$ cat src/rtl/text_cursor_writer.sv
// Turns a UART byte stream into character-RAM writes and tracks the text cursor.
// One register stage from byte to RAM write; form-feed walks every cell and stalls rx_ready meanwhile.
module text_cursor_writer #(
    parameter int                    DATA_WIDTH = 8,
    parameter int                    ROWS       = 4,
    parameter int                    COLS       = 32,
    parameter logic [DATA_WIDTH-1:0] CLEAR_CHAR = '0
) (
    input  logic                      clk,
    input  logic                      reset_n,
    input  logic [DATA_WIDTH-1:0]     rx_data,
    input  logic                      rx_valid,
    output logic                      rx_ready,
    output logic                      overrun,
    output logic                      we,
    output logic [$clog2(ROWS)-1:0]   w_row,
    output logic [$clog2(COLS)-1:0]   w_col,
    output logic [DATA_WIDTH-1:0]     din,
    output logic [$clog2(ROWS)-1:0]   cursor_row,
    output logic [$clog2(COLS)-1:0]   cursor_col,
    output logic                      busy
);
    localparam int RW = $clog2(ROWS);
    localparam int CW = $clog2(COLS);

    localparam logic [RW-1:0] ROW_LAST = RW'(ROWS - 1);
    localparam logic [CW-1:0] COL_LAST = CW'(COLS - 1);
    localparam logic [RW-1:0] ROW_ONE  = RW'(1);
    localparam logic [CW-1:0] COL_ONE  = CW'(1);

    localparam logic [DATA_WIDTH-1:0] CH_BS  = DATA_WIDTH'(8'h08);
    localparam logic [DATA_WIDTH-1:0] CH_LF  = DATA_WIDTH'(8'h0A);
    localparam logic [DATA_WIDTH-1:0] CH_FF  = DATA_WIDTH'(8'h0C);
    localparam logic [DATA_WIDTH-1:0] CH_CR  = DATA_WIDTH'(8'h0D);
    localparam logic [DATA_WIDTH-1:0] CH_SP  = DATA_WIDTH'(8'h20);
    localparam logic [DATA_WIDTH-1:0] CH_TIL = DATA_WIDTH'(8'h7E);

    typedef enum logic {IDLE, CLEAR} state_t;

    state_t                  state_q, state_d;
    logic [RW-1:0]           row_d, w_row_d, row_inc;
    logic [CW-1:0]           col_d, w_col_d;
    logic [DATA_WIDTH-1:0]   din_d;
    logic                    we_d, busy_d, rx_ready_d, overrun_d;
    logic                    accept;

    assign accept  = rx_valid && rx_ready;
    assign row_inc = (cursor_row == ROW_LAST) ? '0 : cursor_row + ROW_ONE;

    always_comb begin
        state_d = state_q;
        row_d   = cursor_row;
        col_d   = cursor_col;
        we_d    = 1'b0;
        w_row_d = w_row;
        w_col_d = w_col;
        din_d   = din;

        case (state_q)
            IDLE: begin
                if (accept) begin
                    if (rx_data >= CH_SP && rx_data <= CH_TIL) begin
                        we_d    = 1'b1;
                        w_row_d = cursor_row;
                        w_col_d = cursor_col;
                        din_d   = rx_data;
                        if (cursor_col == COL_LAST) begin
                            row_d = row_inc;
                            col_d = '0;
                        end else begin
                            col_d = cursor_col + COL_ONE;
                        end
                    end else if (rx_data == CH_CR) begin
                        col_d = '0;
                    end else if (rx_data == CH_LF) begin
                        row_d = row_inc;
                        col_d = '0;
                    end else if (rx_data == CH_BS) begin
                        // Backspace at the home position is a no-op rather than wrapping.
                        if (cursor_col != '0) begin
                            col_d = cursor_col - COL_ONE;
                        end else if (cursor_row != '0) begin
                            row_d = cursor_row - ROW_ONE;
                            col_d = COL_LAST;
                        end
                        if (cursor_col != '0 || cursor_row != '0) begin
                            we_d    = 1'b1;
                            w_row_d = row_d;
                            w_col_d = col_d;
                            din_d   = CH_SP;
                        end
                    end else if (rx_data == CH_FF) begin
                        state_d = CLEAR;
                        we_d    = 1'b1;
                        w_row_d = '0;
                        w_col_d = '0;
                        din_d   = CLEAR_CHAR;
                    end
                end
            end
            CLEAR: begin
                // w_row/w_col double as the clear walk counter.
                if (w_row == ROW_LAST && w_col == COL_LAST) begin
                    state_d = IDLE;
                    row_d   = '0;
                    col_d   = '0;
                end else begin
                    we_d  = 1'b1;
                    din_d = CLEAR_CHAR;
                    if (w_col == COL_LAST) begin
                        w_row_d = w_row + ROW_ONE;
                        w_col_d = '0;
                    end else begin
                        w_col_d = w_col + COL_ONE;
                    end
                end
            end
            default: state_d = IDLE;
        endcase

        busy_d     = (state_d == CLEAR);
        rx_ready_d = (state_d == IDLE);
        overrun_d  = rx_valid && !rx_ready;
    end

    always_ff @(posedge clk) begin
        if (!reset_n) begin
            state_q    <= IDLE;
            cursor_row <= '0;
            cursor_col <= '0;
            we         <= 1'b0;
            w_row      <= '0;
            w_col      <= '0;
            din        <= '0;
            busy       <= 1'b0;
            rx_ready   <= 1'b0;
            overrun    <= 1'b0;
        end else begin
            state_q    <= state_d;
            cursor_row <= row_d;
            cursor_col <= col_d;
            we         <= we_d;
            w_row      <= w_row_d;
            w_col      <= w_col_d;
            din        <= din_d;
            busy       <= busy_d;
            rx_ready   <= rx_ready_d;
            overrun    <= overrun_d;
        end
    end
endmodule

$ cat config.mk
export PLATFORM = sky130hd
export DESIGN_NAME = text_cursor_writer
export DESIGN_NICKNAME = d
export VERILOG_FILES = /design/src/rtl/text_cursor_writer.sv
export SDC_FILE = /design/constraint.sdc
export NUM_CORES = 1
export LEC_CHECK = 0
export CAP_MARGIN = 25
export CELL_PAD_IN_SITES_DETAIL_PLACEMENT = 0
export CELL_PAD_IN_SITES_GLOBAL_PLACEMENT = 1
export CORE_MARGIN = 3
export CORE_UTILIZATION = 39
export DETAILED_ROUTE_END_ITERATION = 10
export PLACE_DENSITY = 0.88
export SETUP_SLACK_MARGIN = 0.1
export SLEW_MARGIN = 10
export SYNTH_ARGS = -nofsm -noshare
export SYNTH_HDL_FRONTEND = slang
export SYNTH_SLANG_ARGS = --single-unit
$ cat constraint.sdc
create_clock -name clk -period 5.1 [get_ports clk]
set_input_delay 0.51 -clock clk [delete_from_list [all_inputs] [get_ports clk]]
set_output_delay 0.51 -clock clk [all_outputs]
set_load 0.01 [all_outputs]
# Word-level counts from Yosys, hierarchy flattened

Cells that the tools add are included.

$add $sub $neg: 6
Multiply operators: 0
Div/mod/pow operators: 0
Magnitude comparators: 2
Equal/unequal tests: 19
Shift operators: 0
Multiplexer cells: 65
Bitwise logic cells: 2
Reductions and logical operators: 12

Operators with widths:

| cell                                                                                | count |
|---|---|
| 5-bit 2-to-1 mux                                                                    | 18 |
| 8-bit 2-to-1 mux                                                                    | 8 |
| 2-bit 2-to-1 mux                                                                    | 19 |
| 8-bit by 4-bit equality test with 1-bit output, second input constant               | 4 |
| 5-bit case mux with 2 select lines                                                  | 2 |
| 8-bit case mux with 2 select lines                                                  | 1 |
| 1-bit 2-to-1 mux                                                                    | 13 |
| 4-bit inequality test, second input constant                                        | 3 |
| 5-bit by 1-bit adder with 5-bit output, second input constant                       | 2 |
| 5-bit equality test, second input constant                                          | 2 |
| 3-bit inequality test, second input constant                                        | 3 |
| 8-bit by 6-bit greater-or-equal comparator with 1-bit output, second input constant | 1 |
| 8-bit by 7-bit less-or-equal comparator with 1-bit output, second input constant    | 1 |
| 2-bit case mux with 2 select lines                                                  | 2 |
| 7-bit AND reduction                                                                 | 1 |
| 6-bit AND reduction                                                                 | 1 |
| 5-bit inequality test, second input constant                                        | 1 |
| 5-bit AND reduction                                                                 | 1 |
| 5-bit nonzero test                                                                  | 1 |
| 5-bit by 1-bit subtractor with 5-bit output, second input constant                  | 1 |
| 2-bit by 1-bit adder with 2-bit output, second input constant                       | 2 |
| 2-bit equality test, second input constant                                          | 2 |
| 1-bit logical AND                                                                   | 4 |
| 2-bit by 1-bit inequality test with 1-bit output, second input constant             | 2 |
| other kinds (8)                                                                     | 11 |

Flip-flop bits (word level): 26
Latch bits: 0
Bits in writable memories: 0
Bits in read-only memories: 0
Bits of input ports: 11
Output and inout bits: 26
Word-level logic and storage cells: 115
Memories kept: 0

# Logic depth before layout (Yosys ltp)

Gate-level depths: netlist (run 1).

Depth after elaboration: 10
Gate-level depth with buffers: 9
Depth with buffers taken out: 8

# Least setup slack after synthesis (run 1)

Ideal clock, no wire load.

Path type: register to register
Start: reg cursor_col[0]
End: reg w_col[2]
Setup time: 120 ps
Data arrival time: 1957 ps
Required time: 4980 ps
Setup slack: 3023 ps
Stages on the path, launching flop included: 10
Cells stage by stage: dfxtp_1 -> clkbuf_1 -> inv_1 -> ha_1 -> nor4b_4 -> nand3b_2 -> a221o_1 -> buf_6 -> o21ai_1 -> a21oi_1

Longest elaborated chain between the ends: 9
Elaborated cells on any way between the ends: 13
Classes of those cells: add/sub (1); eq/ne (1); mux (8); reduce/logical (3)

RTL lines:

| element                                                                                  | line       | RTL |
|---|---|---|
| start, declared                                                                          | 20         | `output logic [$clog2(COLS)-1:0] cursor_col,` |
| start signal, assigned                                                                   | 141        | `cursor_col <= col_d;` |
| 5-bit by 1-bit subtractor with 5-bit output / 5-bit nonzero test (equally long branches) | 81, 80, 86 |  |
| 5-bit 2-to-1 mux                                                                         | 80         | `if (cursor_col != '0) begin` |
| 5-bit 2-to-1 mux                                                                         | 86         | `if (cursor_col != '0 \|\| cursor_row != '0) begin` |
| 5-bit 2-to-1 mux                                                                         | 78         | `end else if (rx_data == CH_BS) begin` |
| 5-bit 2-to-1 mux                                                                         | 75         | `end else if (rx_data == CH_LF) begin` |
| 5-bit 2-to-1 mux                                                                         | 73         | `end else if (rx_data == CH_CR) begin` |
| 5-bit 2-to-1 mux                                                                         | 62         | `if (rx_data >= CH_SP && rx_data <= CH_TIL) begin` |
| 5-bit 2-to-1 mux                                                                         | 61         | `if (accept) begin` |
| 5-bit case mux with 2 select lines                                                       | 59         | `case (state_q)` |
| end signal, assigned                                                                     | 144        | `w_col <= w_col_d;` |
| end, declared                                                                            | 17         | `output logic [$clog2(COLS)-1:0] w_col,` |

Several ways; a longest one is shown, not always the timed one. The select of a mux whose other input is x is not followed.
A chain may end at the register's enable or synchronous reset.

# Worst setup path after layout (run 1)

Start: reg cursor_col[0]
End: reg w_row[0]

Longest elaborated chain between the ends: 9
Elaborated cells on any way between the ends: 12
Classes of those cells: eq/ne (1); mux (8); reduce/logical (3)

RTL lines:

| element                            | line   | RTL |
|---|---|---|
| 5-bit nonzero test (*)             | 80, 86 |  |
| 2-bit 2-to-1 mux                   | 80     |  |
| 2-bit 2-to-1 mux                   | 86     |  |
| 2-bit 2-to-1 mux                   | 78     |  |
| 2-bit 2-to-1 mux                   | 75     |  |
| 2-bit 2-to-1 mux                   | 73     |  |
| 2-bit 2-to-1 mux                   | 62     |  |
| 2-bit 2-to-1 mux                   | 61     |  |
| 2-bit case mux with 2 select lines | 59     |  |
| end signal, assigned               | 143    | `w_row <= w_row_d;` |
| end, declared                      | 16     | `output logic [$clog2(ROWS)-1:0] w_row,` |

Mark *: on every way between the ends. The rest lies on a longest branch, timed or not. The select of a mux whose other input is x is not followed.

==> results by stage, run 1 <==
Final layout:
- The area added between synthesis and finish is 26.95%.
- The final core area utilization is ~54%.
- Of the cells placed in the final design, the portion with a size suffix greater than 1 is about 6%.
- The number of inserted diodes is 0.
- The count of nets after finishing is ~250.

Clock network:
- The number of instances resized during post-cts repair is 0.
- The clock reaches the later pin of the worst-skew pair after roughly 270 ps.
- For this design, the sink count on the clock tree is 26.
- The count of hold-fix buffers inserted at cts is 0.
- Buffers added to address setup during post-CTS repair amount to 0.
- The total CTS buffers is 3.
- In this run the clock root is driven by a sky130_fd_sc_hd__clkbuf_8.
- CTS built an H-tree with a depth of 1.
- The maximum number of buffers from clock root to sink is 2.
- After clock tree synthesis, the clock-pin slew on the worst setup and hold paths is roughly 100 ps.
- The clock tree from TritonCTS is done.

Logic synthesis:
- Among all flip-flop cells after synthesis, the most frequent one is sky130_fd_sc_hd__dfxtp_1.
- After synthesis the netlist holds a flip-flop and latch count of 26.
- The synthesized instance count is between 150 and 200.
- The number of library cell types mapped by synthesis is a little under 50.
- The cell area after synthesis is 1620 sq um.
- Counting flops with a built-in enable in the synthesized netlist gives 0.
- Counting flops with an async set or reset pin after synthesis yields a share of 0%.
- Averaged over all synthesized cells, the footprint is around 8.2 sq um.
- The share of the yosys chip area belonging to registers is ~32%.
- Yosys printed 0 warnings.
- The net count after synthesis is ~220.

Outcome:
- The run finished with clean final reports.

GRT:
- The largest net degree at the start of global routing is 18.
- The remaining global-route overflow is 0.
- The met3 track utilization from global routing is roughly 2.2%.
- The initial antenna violation count is 0.
- The number of global-route vias before repair is around 1500.
- Global routing used between 10% and 20% of the available tracks across all layers.
- For this run, global-route usage on met1 was measured as ~25%.
- The first-pass GRT wire length is 7.182 mm.
- The global routing stage identified its most utilized layer as met2.
- The met2 global-route usage is between 20% and 30%.

Timing:
- On the final layout, the worst hold slack is around 440 ps.
- For the pin with the worst max-slew slack, the measured transition is around 940 ps.
- The post-route minimum period is between 2000 and 3000 ps.
- The relative max-transition margin is around 37%.
- The count of pins over their slew limit is 0.
- Setup repair after global routing left no endpoint under its margin.
- The clock skew after layout is just under 6 ps.
- The final period utilization is between 50% and 60%.
- The final number of setup-violating endpoints is 0.
- The final sum of negative setup slack is 0 ps.
- Timing would allow up to 0.3716 GHz.
- The count of endpoints failing hold in the final timing report is 0.

Worst setup path:
- The largest individual stage delay along the critical path comes from the cell sky130_fd_sc_hd__a221oi_2.
- The nature of the critical path startpoint is a flip-flop.
- Of all nets on the critical path, the largest fanout is 13.
- The worst endpoint data arrival time is between 2000 and 3000 ps.
- The startpoint-to-endpoint class of the critical path is flip-flop to flip-flop.
- In this design, the largest share of critical-path delay is due to compound AO/OA/AOI/OAI gates.
- The critical path data required time is about 5300 ps.
- In this design, the stage delay of the slowest critical-path cell is between 800 and 900 ps.
- The type of destination of the critical path is a flip-flop.
- The sum of buffers and inverters on the critical path is 1.
- Walking the worst path, the cells encountered are inv_1 > ha_1 > nor4b_4 > nand3b_2 > a221oi_2 > o21ai_0 > a21oi_1.

Place:
- The quantity of I/O buffers inserted on ports is 36.
- The placed wire-length estimate is between 3 and 4 mm.
- Routability-driven placement finished with a final weighted congestion of between 0.8 and 0.9.

Route:
- Dividing the detail-routed wire length by the instance count gives between 15 and 20 um.
- After detailed routing, the number of vias per cell comes to between 5 and 6.
- Wires add up to approximately 4.3 mm.
- The total via count in the routed design is ~1600.
- In the routed design, unresolved DRC markers number 0.
- The first-pass detailed-route iteration total is 4.
- The remaining antenna violation count after routing is 0.
- After the first detailed-routing iteration, the DRC count stood at around 100.

Run:
- The tool flagged a number of max-cap violations equal to 0.

Die:
- In this run the horizontal extent of the chip is 70.46 um.
- In this run the core area contains 22 standard-cell rows.
- For this design the top-level I/O count stands at 37.
- From bottom edge to top edge, the die measures 70.46 um.
- The full die area is 4964 sq um.
- The initial cell density of the core is between 40% and 50%.
- The region available for standard cell placement spans approximately 3800 sq um.

Pwr:
- The maximum VDD drop is 0.1053 mV.
- The leakage power of the design is approximately 0.8 nW.
- Dividing total power by cell area gives a power density of around 230 nW/um^2.

Worst hold path:
- The class of the worst hold path is flip-flop to flip-flop.
placed cells by master (no fill, tap or decap), types with 2 or more instances in the layout:
| cell | n |
|---|---|
| sky130_fd_sc_hd__a21oi_1 | 26 |
| sky130_fd_sc_hd__a22o_1 | 2 |
| sky130_fd_sc_hd__and3_1 | 5 |
| sky130_fd_sc_hd__clkbuf_8 | 3 |
| sky130_fd_sc_hd__clkdlybuf4s50_1 | 36 |
| sky130_fd_sc_hd__dfxtp_1 | 26 |
| sky130_fd_sc_hd__ha_1 | 10 |
| sky130_fd_sc_hd__inv_1 | 6 |
| sky130_fd_sc_hd__mux2_2 | 2 |
| sky130_fd_sc_hd__mux2i_1 | 3 |
| sky130_fd_sc_hd__nand2_1 | 22 |
| sky130_fd_sc_hd__nand2b_1 | 2 |
| sky130_fd_sc_hd__nand3_1 | 13 |
| sky130_fd_sc_hd__nand4_1 | 2 |
| sky130_fd_sc_hd__nor2_1 | 11 |
| sky130_fd_sc_hd__nor3_1 | 4 |
| sky130_fd_sc_hd__nor3b_1 | 2 |
| sky130_fd_sc_hd__nor4_1 | 2 |
| sky130_fd_sc_hd__o211a_1 | 2 |
| sky130_fd_sc_hd__o21ai_0 | 12 |
| sky130_fd_sc_hd__o31ai_1 | 3 |
| sky130_fd_sc_hd__o32a_1 | 3 |
| sky130_fd_sc_hd__xor2_1 | 4 |
worst register-to-register path, stage by stage, from the launching register on:
cell and delay (ps):
sky130_fd_sc_hd__dfxtp_1 430, sky130_fd_sc_hd__inv_1 100, sky130_fd_sc_hd__ha_1 210, sky130_fd_sc_hd__nor4b_4 550
sky130_fd_sc_hd__nand3b_2 160, sky130_fd_sc_hd__a221oi_2 820, sky130_fd_sc_hd__o21ai_0 200, sky130_fd_sc_hd__a21oi_1 170
power by group:
| group | switching, mW | internal (mW) | total [mW] |
|---|---|---|---|
| clock | 0.0691 | 0.105 | 0.174 |
| sequential | 0.00652 | 0.208 | 0.215 |
| combinational | 0.0394 | 0.0362 | 0.0755 |
| total | 0.115 | 0.349 | 0.464 |
layout make-up:
class,instances,area (sq um)
inverter,6,22.52
sequential,26,520.5
timing repair buffer,37,367.9
clock inverter,1,30.03
multi-input combinational,154,1015
fill,384,1769
tap,48,60.06
clock buffer,3,41.29
flip-flops by register name, summed over array words and instances (netlist names):
register,count
cursor_col,5
cursor_row,2
din,8
overrun,1
rx_ready,1
state_q,1
w_col,5
w_row,2
we,1
stage by stage:
stage / total power, mW / cell area (sq um) / worst slack [ps] / instances
2_1_floorplan: 0.2638 / 1620 / 3023 / 197
3_3_place_gp: 0.2938 / 1986 / 2373 / 271
3_5_place_dp: 0.2939 / 1986 / 2333 / 271
4_1_cts: 0.4650 / 2057 / 2404 / 275
5_1_grt: 0.4804 / 2057 / 2071 / 275
6_report: 0.4642 / 2057 / 2409 / 275
cell usage after synthesis (2+ instances only):
| library cell | number | area, sq um |
|---|---|---|
| sky130_fd_sc_hd__nand3_1 | 13 | 65.06 |
| sky130_fd_sc_hd__a22o_1 | 2 | 17.52 |
| sky130_fd_sc_hd__nor3b_1 | 2 | 15.01 |
| sky130_fd_sc_hd__nor2_1 | 11 | 41.29 |
| sky130_fd_sc_hd__inv_1 | 6 | 22.52 |
| sky130_fd_sc_hd__nand2_1 | 22 | 82.58 |
| sky130_fd_sc_hd__xor2_1 | 4 | 35.03 |
| sky130_fd_sc_hd__and3_1 | 5 | 31.28 |
| sky130_fd_sc_hd__buf_2 | 2 | 10.01 |
| sky130_fd_sc_hd__ha_1 | 10 | 125.1 |
| sky130_fd_sc_hd__clkbuf_1 | 6 | 22.52 |
| sky130_fd_sc_hd__nand2b_1 | 2 | 12.51 |
| sky130_fd_sc_hd__o211a_1 | 2 | 20.02 |
| sky130_fd_sc_hd__nand4_1 | 2 | 12.51 |
| sky130_fd_sc_hd__nor3_1 | 4 | 20.02 |
| sky130_fd_sc_hd__mux2_2 | 2 | 22.52 |
| sky130_fd_sc_hd__a21oi_1 | 26 | 130.1 |
| sky130_fd_sc_hd__o21ai_0 | 12 | 60.06 |
| sky130_fd_sc_hd__mux2i_1 | 3 | 30.03 |
| sky130_fd_sc_hd__o31ai_1 | 3 | 22.52 |
| sky130_fd_sc_hd__o32a_1 | 3 | 30.03 |
| sky130_fd_sc_hd__nor4_1 | 2 | 12.51 |
| sky130_fd_sc_hd__buf_6 | 2 | 22.52 |
| sky130_fd_sc_hd__dfxtp_1 | 26 | 520.5 |
worst paths after layout:
path	to	start	slack (ps)	cells after the start
max	w_row[0]	cursor_col[0]	2410	7
min	overrun	rx_ready	440	1
min reg2reg	overrun	rx_ready	440	1
max reg2reg	w_row[0]	cursor_col[0]	2410	7
cells by family (layout without fill, tap and decap cells):
group	count (synthesis)	in the layout	synth area share, %
xor+xnor	5	5	2.703
buf+inv	17	47	5.251
flops	26	26	32.12
fa+ha+maj	10	10	7.722
compound gates	64	64	26.49
simple gates	70	70	22.47
mux	5	5	3.243
layer usage:
| metal | share of wire, % | up-vias |
|---|---|---|
| li1 | - | 789 |
| met1 | 47 | 726 |
| met2 | 45 | 56 |
| met3 | 5.5 | 9 |
| met4 | 1.5 | 0 |
| met5 | 0 | - |
(Power assumes the default switching activity.)
==> run 2: changes to the inputs <==
--- a/config.mk
+++ b/config.mk
@@ -9,9 +9,9 @@
 export CELL_PAD_IN_SITES_DETAIL_PLACEMENT = 0
 export CELL_PAD_IN_SITES_GLOBAL_PLACEMENT = 1
 export CORE_MARGIN = 3
-export CORE_UTILIZATION = 39
+export CORE_UTILIZATION = 33
 export DETAILED_ROUTE_END_ITERATION = 10
-export PLACE_DENSITY = 0.88
+export PLACE_DENSITY = 0.8
 export SETUP_SLACK_MARGIN = 0.1
 export SLEW_MARGIN = 10
 export SYNTH_ARGS = -nofsm -noshare
==> constraint.sdc (replaced) <==
create_clock -name clk -period 2.2 [get_ports clk]
set_input_delay 0.22 -clock clk [delete_from_list [all_inputs] [get_ports clk]]
set_output_delay 0.22 -clock clk [all_outputs]
set_load 0.01 [all_outputs]
==> run 2 against run 1 <==
Via count increased by 6.1%; total power increased by 140%; clock power increased by 140%; largest cell class unchanged; largest power group unchanged.
==> results by stage, run 2 (synthesis gave the netlist of run 1 again) <==
Clock network:
- The number of levels in the clock H-tree is 1.
- The clock sink total is 26.
- At the later pin of the worst-skew pair, clock insertion delay measures ~280 ps.
- The number of instances resized during post-cts repair is 0.
- The number of setup buffers added after CTS is 0.
- TritonCTS built the clock tree.
- After clock tree synthesis, the flow added hold-fix buffers numbering 0.
- Clock tree synthesis selected as its root buffer the cell sky130_fd_sc_hd__clkbuf_8.
- Clock-pin slew was measured on the worst setup and hold paths at 90 ps.
- The total CTS buffers is 3.
- The maximum number of buffers from clock root to sink is 2.

Worst setup path:
- Among the stages of the critical path, the cell type that occurs most often is sky130_fd_sc_hd__a21oi_1.
- The number of cells on the worst reg-to-reg path is 8.
- The startpoint-to-endpoint class of the critical path is flip-flop to flip-flop.
- Walking the worst path, the cells encountered are ha_1 > and3_1 > ha_2 > a21oi_1 > a221o_2 > buf_4 > o21ai_0 > a21oi_1.
- The type of destination of the critical path is a flip-flop.
- The slowest stage of the critical path is the sky130_fd_sc_hd__dfxtp_1 cell.
- The capture instance of the worst register-to-register path is din[5].
- The setup check on the worst reg-to-reg path leaves a slack of ~230 ps.
- Together, buffers and inverters on the worst path number 1.
- For the worst setup path, the data arrival time is 2130 ps.
- The worst setup path is launched from a flip-flop.
- For this run, the slowest stage of the critical path takes around 390 ps.
- The largest fanout on the critical path is 7.
- The kind of cell with the highest combined delay on the critical path is compound AO/OA/AOI/OAI gates.
- The critical path data required time is 2360 ps.
- The reg-to-reg critical path startpoint is w_col[1].

Worst hold path:
- The class of the worst hold path is flip-flop to flip-flop.
- Along the worst hold path, the cell count comes to 1.
- The source of the worst hold timing path is rx_ready.
- The destination of the worst hold path is overrun.

Timing:
- The routed design could run at a clock period as short as between 1500 and 2000 ps.
- The maximum achievable frequency is between 0.5 and 0.6 GHz.
- The relative max-transition margin is around 73%.
- Setup repair after global routing left no endpoint under its margin.
- For the pin with the worst max-slew slack, the measured transition is approximately 400 ps.
- Setup slack closes at 232.1 ps.
- Across the routed clock network, the largest skew measured is around 6 ps.
- The count of endpoints failing hold in the final timing report came to 0.
- Setup total negative slack on the finished layout was measured at 0 ps.
- The count of pins over their slew limit is 0.
- Setup violations remaining at the end of the flow were counted as 0.
- The final period utilization is roughly 89%.

Die:
- The die boundary height is about 76 um.
- The row count is 24.
- The die is 76.07 um wide.
- The floorplan step defined a die boundary enclosing 5787 sq um.
- The initial cell density of the core is between 30% and 40%.
- For this design the top-level I/O count stands at 37.
- In this run the standard cell core region covers about 4500 sq um.

Final layout:
- In the final layout, the share of cells above drive strength 1 is ~16%.
- The library cells used most frequently in the layout, excluding fill and tap cells, are 36 x sky130_fd_sc_hd__clkdlybuf4s50_1, 26 x sky130_fd_sc_hd__a21oi_1, 26 x sky130_fd_sc_hd__dfxtp_1, 26 x sky130_fd_sc_hd__buf_4, 22 x sky130_fd_sc_hd__nand2_1.
- The area added between synthesis and finish is 40.08%.
- The number of inserted diodes is 0.
- The register with the most flip-flops in the layout has 8 of them.
- In the final layout, the registers with the most flip-flops are din: 8 flops, cursor_col: 5 flops, w_col: 5 flops.
- The count of nets after finishing is between 200 and 300.
- Excluding fillers, the count of instances in the completed layout stands at approximately 320.
- din holds more flip-flops than any other register.
- Leaving out fill and tap cells, the most frequent cell in the layout is sky130_fd_sc_hd__clkdlybuf4s50_1.

Place:
- In this run, placement finished with an instance count of about 310.
- The wire-length estimate of the detail-placed layout is ~3.6 mm.
- The congestion estimate from routability-driven global placement came to about 0.9.
- The quantity of I/O buffers inserted on ports is 36.
- Prior to clock tree synthesis, the placed netlist has a worst setup slack of between 60 and 70 ps.

GRT:
- Global routing used between 15 and 20% of the available tracks across all layers.
- The remaining global-route overflow is 0.
- The first global-routing pass estimated 7.907 mm of wire.
- The number of global-route vias before repair is 1600.
- Entering global routing, the biggest net connects 17 pins.
- The initial antenna violation count is 0.

Route:
- The final routed DRC violation total is 0.
- The routed layout has between 1500 and 2000 vias.
- After detailed routing, the total wire length is around 4.7 mm.
- After detailed routing, the number of vias per cell comes to 5.290.
- After the first detailed-routing iteration, the DRC count stood at between 70 and 80.
- Before antenna repair, the detailed router went through 4 iterations.
- In the final routed layout, each cell accounts on average for between 10 and 15 um.
- Once detail routing completed, the nets flagged for antenna violations numbered 0.

Pwr:
- The leakage power of the design is 0.9321 nW.
- The power density normalized to cell area is about 490 nW/um^2.
- The completed layout was analyzed and its total power is roughly 1.1 mW.
- IR analysis of the VDD net gives a maximum drop of between 0.2 and 0.25 mV.

Outcome:
- The run finished with clean final reports.

Run:
- The max-capacitance violation count is 0.
## run 2: worst max path at each step
stage,start,endpoint,cells past startpoint
2_1_floorplan,cursor_col[0],w_col[2],9
3_3_place_gp,rx_data[0],cursor_row[1],7
3_5_place_dp,rx_data[5],din[5],7
4_1_cts,w_col[1],w_col[0],7
5_1_grt,cursor_col[0],din[5],8
6_report,w_col[1],din[5],8
## run 2: power breakdown
part / switching (mW) / internal [mW] / total [mW] / leakage, nW
combinational: 0.104 / 0.109 / 0.213 / 0.685
clock: 0.170 / 0.244 / 0.414 / 0.0357
sequential: 0.0107 / 0.482 / 0.493 / 0.211
total: 0.285 / 0.836 / 1.12 / 0.932
## run 2: cell type report
class	count	area, sq um
well taps	65	81.33
flip-flops and latches	26	520.5
inverters	6	22.52
fillers	455	2265
clock inverters	1	30.03
clock buffers	3	41.29
repair buffers	62	555.5
multi-input cells	154	1018
## run 2: worst register-to-register path, cell delays in order (launching register included)
cell and delay [ps]:
sky130_fd_sc_hd__dfxtp_1 390, sky130_fd_sc_hd__ha_1 190, sky130_fd_sc_hd__and3_1 170, sky130_fd_sc_hd__ha_2 220
sky130_fd_sc_hd__a21oi_1 100, sky130_fd_sc_hd__a221o_2 380, sky130_fd_sc_hd__buf_4 190, sky130_fd_sc_hd__o21ai_0 160
sky130_fd_sc_hd__a21oi_1 50
## run 2: routing by layer
layer | global-route usage, % | vias up | wire, um
li1 | - | 838 | -
met1 | 22.95 | 777 | 2285
met2 | 25.80 | 53 | 2126
met3 | 2.482 | 9 | 223
met4 | 5.254 | 0 | 70
met5 | 0 | - | 0
## run 2: stage by stage
step	util, %	instance area, sq um	hold slack [ps]
floorplan	-	1620	333.8
global placement	48.40	2195	418.8
detailed placement	48.40	2195	420.0
CTS	49.97	2266	435.5
global route	50.06	2270	463.6
finish	50.06	2270	434.5
==> patch 1 (flow settings as in run 2) <==
The parameter `ROWS` goes from 4 to 8.
--- a/src/rtl/text_cursor_writer.sv
+++ b/src/rtl/text_cursor_writer.sv
@@ -4,3 +4,3 @@
     parameter int                    DATA_WIDTH = 8,
-    parameter int                    ROWS       = 4,
+    parameter int                    ROWS       = 8,
     parameter int                    COLS       = 32,
Ports: changed (resized cursor_row and w_row); port bits go from 37 to 39. No check against the original RTL was run, so the function may have changed too.
==> patch 1 against run 2 <==
Routed wire length up 15%; final cell count up 16%; power hardly changed; worst setup slack got worse by 0.071 ns; sequential cell count increased by 2; area after synthesis grew 14%; synthesized cell count increased by 15%; final area up 20%; count of clock-buffer cells in the layout unchanged; combinational power grew 38%; worst hold slack lost 0.15 ns; highest routed layer unchanged.
==> patch 1: results (changes against run 2) <==
Cells and area
  – Antenna diodes: 0 (unchanged)
  – Layout cells sized above 1: 0.2408 (was 0.1627)
  – FILL cells: 522 (was 455)
  – Nets@finish: 323 (was 274)
  – Biggest regs: din: 8 flops, cursor_col: 5 flops, w_col: 5 flops (unchanged)
  – Final cell count without fillers: 369 (was 317)

Global route
  – First-pass GRT wire length: 8818 µm (was 7907 µm)
  – Gr usage total: 0.1706 (was 0.1638)
  – Largest net degree at the start of global routing: 15 (was 17)
  – Antenna violations before repair: 0 (unchanged)

Yosys
  – Syn Nets: 248 (was 218)
  – Asr flop ratio synth: 0 (unchanged)
  – Yosys warns: 0 (unchanged)
  – Sequential area share after synthesis: 0.3025 (was 0.3212)
  – Avg Cell Area, Syn: 8.199 µm² (was 8.225 µm²)
  – Distinct cells, synth: 59 (was 49)
  – Cells taking the most area after synthesis: dfxtp_1 30%, ha_1 7.4%, a21oi_1 5.7% (was dfxtp_1 32%, a21oi_1 8.0%, ha_1 7.7%)
  – Post-synth top cells: 28 x dfxtp_1, 25 x nand2_1, 21 x a21oi_1 (was 26 x a21oi_1, 26 x dfxtp_1, 22 x nand2_1)

STA
  – Fin Hold WS: 0.2849 ns (was 0.4345 ns)
  – Worst Skew: 0.007408 ns (was 0.006090 ns)
  – Slew headroom: 0.7089 (was 0.7264)

Routing
  – Via count: 1938 (was 1677)
  – Initial drt markers: 106 (was 76)
  – Drt pass-1 iters: 5 (was 4)
  – Overall routed net length: 5418 µm (was 4705 µm)

Worst setup path
  – Worst EP arrival: 2.25 ns (was 2.13 ns)
  – Crit-path max FO: 7 (unchanged)
  – Critical R2R Launch: cursor_col[1] (was w_col[1])
  – R2r setup slk: 0.21 ns (was 0.23 ns)
  – Kind of cell adding the most delay to the critical path: simple AND/OR/NAND/NOR gates (was compound AO/OA/AOI/OAI gates)
  – Worst-case reg-to-reg path depth: 10 (was 8)
  – FF-to-FF End: din[4] (was din[5])
  – Slowest stage delay, CP: 0.48 ns (was 0.39 ns)
  – Crit-path slowest cell: clkdlybuf4s50_1 (was dfxtp_1)

Clocking
  – TritonCTS Buffers: 3 (unchanged)
  – CTS root buffer: clkbuf_8 (unchanged)
  – CTS max path bufs: 2 (unchanged)
  – Skew-Pair Late Insertion Delay: 0.28 ns (about the same)
  – H-Tree Depth: 1 (unchanged)
  – Clk pin slew, worst setup/hold paths: 0.09 ns (about the same)

Run status
  – Outcome: finished clean (unchanged)

Power
  – Max VDD drop: 0.3594 mV (was 0.2090 mV)
  – Static leakage: 1.099 nW (was 0.9321 nW)
  – Switching Fraction: 0.2899 (was 0.2540)

Placed design
  – Placed Instances: 365 (was 313)
  – RD Place Congestion: 0.8445 (was 0.8975)
  – I/O Buffers: 38 (was 36)
  – Dpl hpwl: 4155 µm (was 3604 µm)

Hold path
  – Worst hold endpoint: din[4] (was overrun)
  – Hold Path Depth: 3 (was 1)
  – Hold Path Class: in -> reg (was reg -> reg)
  – Hold Crit Start: rx_data[4] (was rx_ready)
patch 1: changes by cell type after synthesis, sizes merged, moves of 3 or more:
| cell | before | now |
|---|---|---|
| o32a | 3 | 0 |
| nand2 | 22 | 26 |
| nor2b | 1 | 5 |
| a21oi | 26 | 22 |
| a311oi | 1 | 4 |
| nor3 | 4 | 8 |
| xor2 | 4 | 0 |
| a221oi | 1 | 4 |
| o211ai | 0 | 3 |
| o21ai | 13 | 16 |
| a211oi | 1 | 6 |
| nor2 | 11 | 18 |
| mux2i | 3 | 0 |
patch 1: power groups by stage:
stage	clock, mW	combinational [mW]	sequential (mW)
final	0.287	0.295	0.538
after global placement	0	0.280	0.549
after floorplan	0	0.133	0.556
after detailed placement	0	0.280	0.550
after CTS	0.297	0.282	0.538
after global routing	0.317	0.324	0.541
patch 1: metrics by stage:
stage	worst slack [ns]	instance area (µm²)	total power, mW
2_1_floorplan	0.2518	1853	0.6889
3_3_place_gp	-0.1781	2581	0.8292
3_5_place_dp	-0.2285	2581	0.8304
4_1_cts	0.06768	2630	1.117
5_1_grt	0.09584	2715	1.181
6_report	0.1614	2715	1.121
patch 1: routing by layer:
layer,share of wire,track usage
met1,0.47,0.2404
met3,0.047,0.02772
met2,0.46,0.2570
met5,0,0
met4,0.020,0.07095
patch 1: cells by family (layout without fill, tap and decap cells):
logic type,Yosys count,after routing,synth area share
mux,1,1,0.006077
fa+ha+maj,11,11,0.07427
simple gates,98,98,0.2951
xor+xnor,2,2,0.009455
compound gates,70,70,0.2701
buf+inv,16,89,0.04254
flops,28,28,0.3025
patch 1: repair_timing:
action	in CTS	in global routing
resized for setup	1	22
setup endpoints to repair	4	23
setup buffers	0	1
pin swaps	1	9
patch 1: worst max-delay path by stage:
stage	startpoint	to	slack [ns]	depth (start not counted)
5_1_grt	cursor_col[1]	din[2]	0.1	10
4_1_cts	rx_data[5]	din[5]	0.07	8
2_1_floorplan	cursor_col[0]	w_col[0]	0.25	9
3_5_place_dp	rx_data[5]	cursor_row[0]	-0.23	7
3_3_place_gp	rx_data[5]	w_row[2]	-0.18	8
6_report	rx_data[3]	cursor_row[2]	0.16	7
patch 1: area by class of cell:
cell class              count  area (µm²)  share of cell area
multi-input cells         182        1272              0.4687
flip-flops and latches     28       561.8              0.2069
clock buffers               3       41.29             0.01521
inverters                   7       26.28            0.009677
well taps                  70       87.58             0.03226
repair buffers             79       725.7              0.2673
patch 1: worst reg2reg max path: stages, from the launching register on:
cell and delay [ns]:
dfxtp_2 0.34, inv_1 0.08, ha_2 0.18, nor4b_4 0.17
buf_4 0.18, a311oi_2 0.11, o21ai_2 0.29, and2_4 0.29
buf_6 0.12, nand2_1 0.06, a21oi_2 0.11
==> patch 2 (settings of run 2) <==
Without the edit above. The output `overrun` loses its register stage (`overrun` becomes a continuous assignment).
--- a/src/rtl/text_cursor_writer.sv
+++ b/src/rtl/text_cursor_writer.sv
@@ -136,3 +136,2 @@
             rx_ready   <= 1'b0;
-            overrun    <= 1'b0;
         end else begin
@@ -147,5 +146,6 @@
             rx_ready   <= rx_ready_d;
-            overrun    <= overrun_d;
         end
     end
+
+    assign overrun = overrun_d;
 endmodule
Behaviour: not the same (Yosys sat finds a counterexample within 4 cycles, from zero or initial values and one cycle with reset_n low).
==> patch 2 against run 2 <==
Worst setup slack improved by 0.037 ns; sequential cell count decreased by 1; clock skew hardly changed; synthesized cell count grew 9.1%; first-iteration DRC count up 6.6%; final area up 6.7%; area after synthesis increased by 6.5%; routed wire length up 7.3%; power shrank 12%; critical path type unchanged; largest power group unchanged; highest routed layer unchanged.
==> patch 2: results (changes against run 2) <==
Routing
  – Routed wire length per instance: 14.67 µm (was 14.84 µm)
  – Drt via density: 5.265 (was 5.290)
  – DR WL met2: 2363 µm (was 2126 µm)
  – Highest routed layer: met4 (unchanged)
  – WL met3: 181 µm (was 223 µm)
  – Initial drt markers: 81 (was 76)
  – Metal1 wirelength: 2440 µm (was 2285 µm)

Worst setup path
  – R2r setup slk: 0.27 ns (was 0.23 ns)
  – Slowest stage delay, CP: 0.35 ns (was 0.39 ns)
  – Crit-path slowest cell: or3_1 (was dfxtp_1)

Cells and area
  – Antenna diodes: 0 (unchanged)
  – Nets@finish: 299 (was 274)
  – Biggest regs: din: 8 flops, cursor_col: 5 flops, w_col: 5 flops (unchanged)
  – Layout cells sized above 1: 0.1769 (was 0.1627)

Run status
  – Outcome: finished clean (unchanged)

Power
  – Static leakage: 0.9692 nW (was 0.9321 nW)
  – Max VDD drop: 0.2510 mV (was 0.2090 mV)
  – Cell-internal power: 709.5 µW (was 835.7 µW)

Placed design
  – RD Place Congestion: 0.9342 (was 0.8975)
  – Worst slack, placed: 0.02255 ns (was 0.06292 ns)
  – Dpl hpwl: 3999 µm (was 3604 µm)

Floorplanning
  – Row cnt: 25 (was 24)

STA
  – Worst Skew: 0.006068 ns (was 0.006090 ns)
  – Minimum clock period: 1.931 ns (was 1.968 ns)
  – Fin Hold WS: 0.4658 ns (was 0.4345 ns)
  – Slew at the pin closest to its max-slew limit: 0.3929 ns (was 0.4098 ns)

Global route
  – Vias in the first global route: 1775 (was 1600)
  – Largest net degree at the start of global routing: 20 (was 17)
  – Global-route met3 utilization: 0.02294 (was 0.02482)
  – Met2 Resource Use GR: 0.2902 (was 0.2580)
  – First-pass GRT wire length: 8583 µm (was 7907 µm)
  – M1 GR Usage: 0.2346 (was 0.2295)
  – Gr usage total: 0.1730 (was 0.1638)

Yosys
  – Asr flop ratio synth: 0 (unchanged)
  – Syn Nets: 236 (was 218)
  – Cells taking the most area after synthesis: dfxtp_1 29%, ha_1 7.3%, a21oi_1 6.1% (was dfxtp_1 32%, a21oi_1 8.0%, ha_1 7.7%)
  – Post-synth top cells: 25 x dfxtp_1, 25 x nand2_1, 21 x a21oi_1 (was 26 x a21oi_1, 26 x dfxtp_1, 22 x nand2_1)
  – Distinct cells, synth: 54 (was 49)
  – Sequential area share after synthesis: 0.2901 (was 0.3212)
[patch 2: final cells by class]
| type | count | area, µm² |
|---|---|---|
| inverter | 8 | 30.03 |
| sequential | 25 | 501.7 |
| fill | 506 | 2457 |
| clock buffer | 4 | 45.04 |
| tap | 67 | 83.83 |
| multi-input combinational | 170 | 1146 |
| timing repair buffer | 70 | 615.6 |
[patch 2: power groups by stage]
| stage | clock network [mW] | logic (mW) | registers, mW |
|---|---|---|---|
| CTS | 0.292 | 0.229 | 0.473 |
| floorplan | 0 | 0.113 | 0.488 |
| finish | 0.282 | 0.234 | 0.473 |
| detailed placement | 0 | 0.228 | 0.484 |
| global placement | 0 | 0.228 | 0.484 |
| global route | 0.312 | 0.256 | 0.475 |
[patch 2: path summary, 6_finish.rpt]
kind | startpoint | endpoint | cells past startpoint
max | w_col[1] | din[5] | 8
min | din[6] | din[6] | 2
max reg2reg | w_col[1] | din[5] | 8
min reg2reg | din[6] | din[6] | 2
[patch 2: metrics by stage]
stage               std cells  total power, mW  area, µm²
floorplan                 215           0.6009       1727
global placement          340           0.7112       2361
detailed placement        340           0.7116       2361
CTS                       344           0.9942       2406
global route              344            1.043       2422
finish                    344           0.9890       2422
[patch 2: critical path, delay by kind of cell (launching register included)]
| family | cells | cell delay [ns] |
|---|---|---|
| AND/OR/NAND/NOR | 4 | 0.90 |
| flip-flops | 1 | 0.34 |
| adder cells (fa/ha/maj) | 2 | 0.38 |
| AO/OA/AOI/OAI | 2 | 0.24 |
[patch 2: kinds of logic after synthesis]
logic type      after synthesis  synth area share
compound gates               69            0.2814
xor+xnor                      2           0.01015
fa+ha+maj                    10           0.07252
buf+inv                      20           0.05438
flops                        25            0.2901
mux                           4           0.02321
simple gates                 85            0.2683
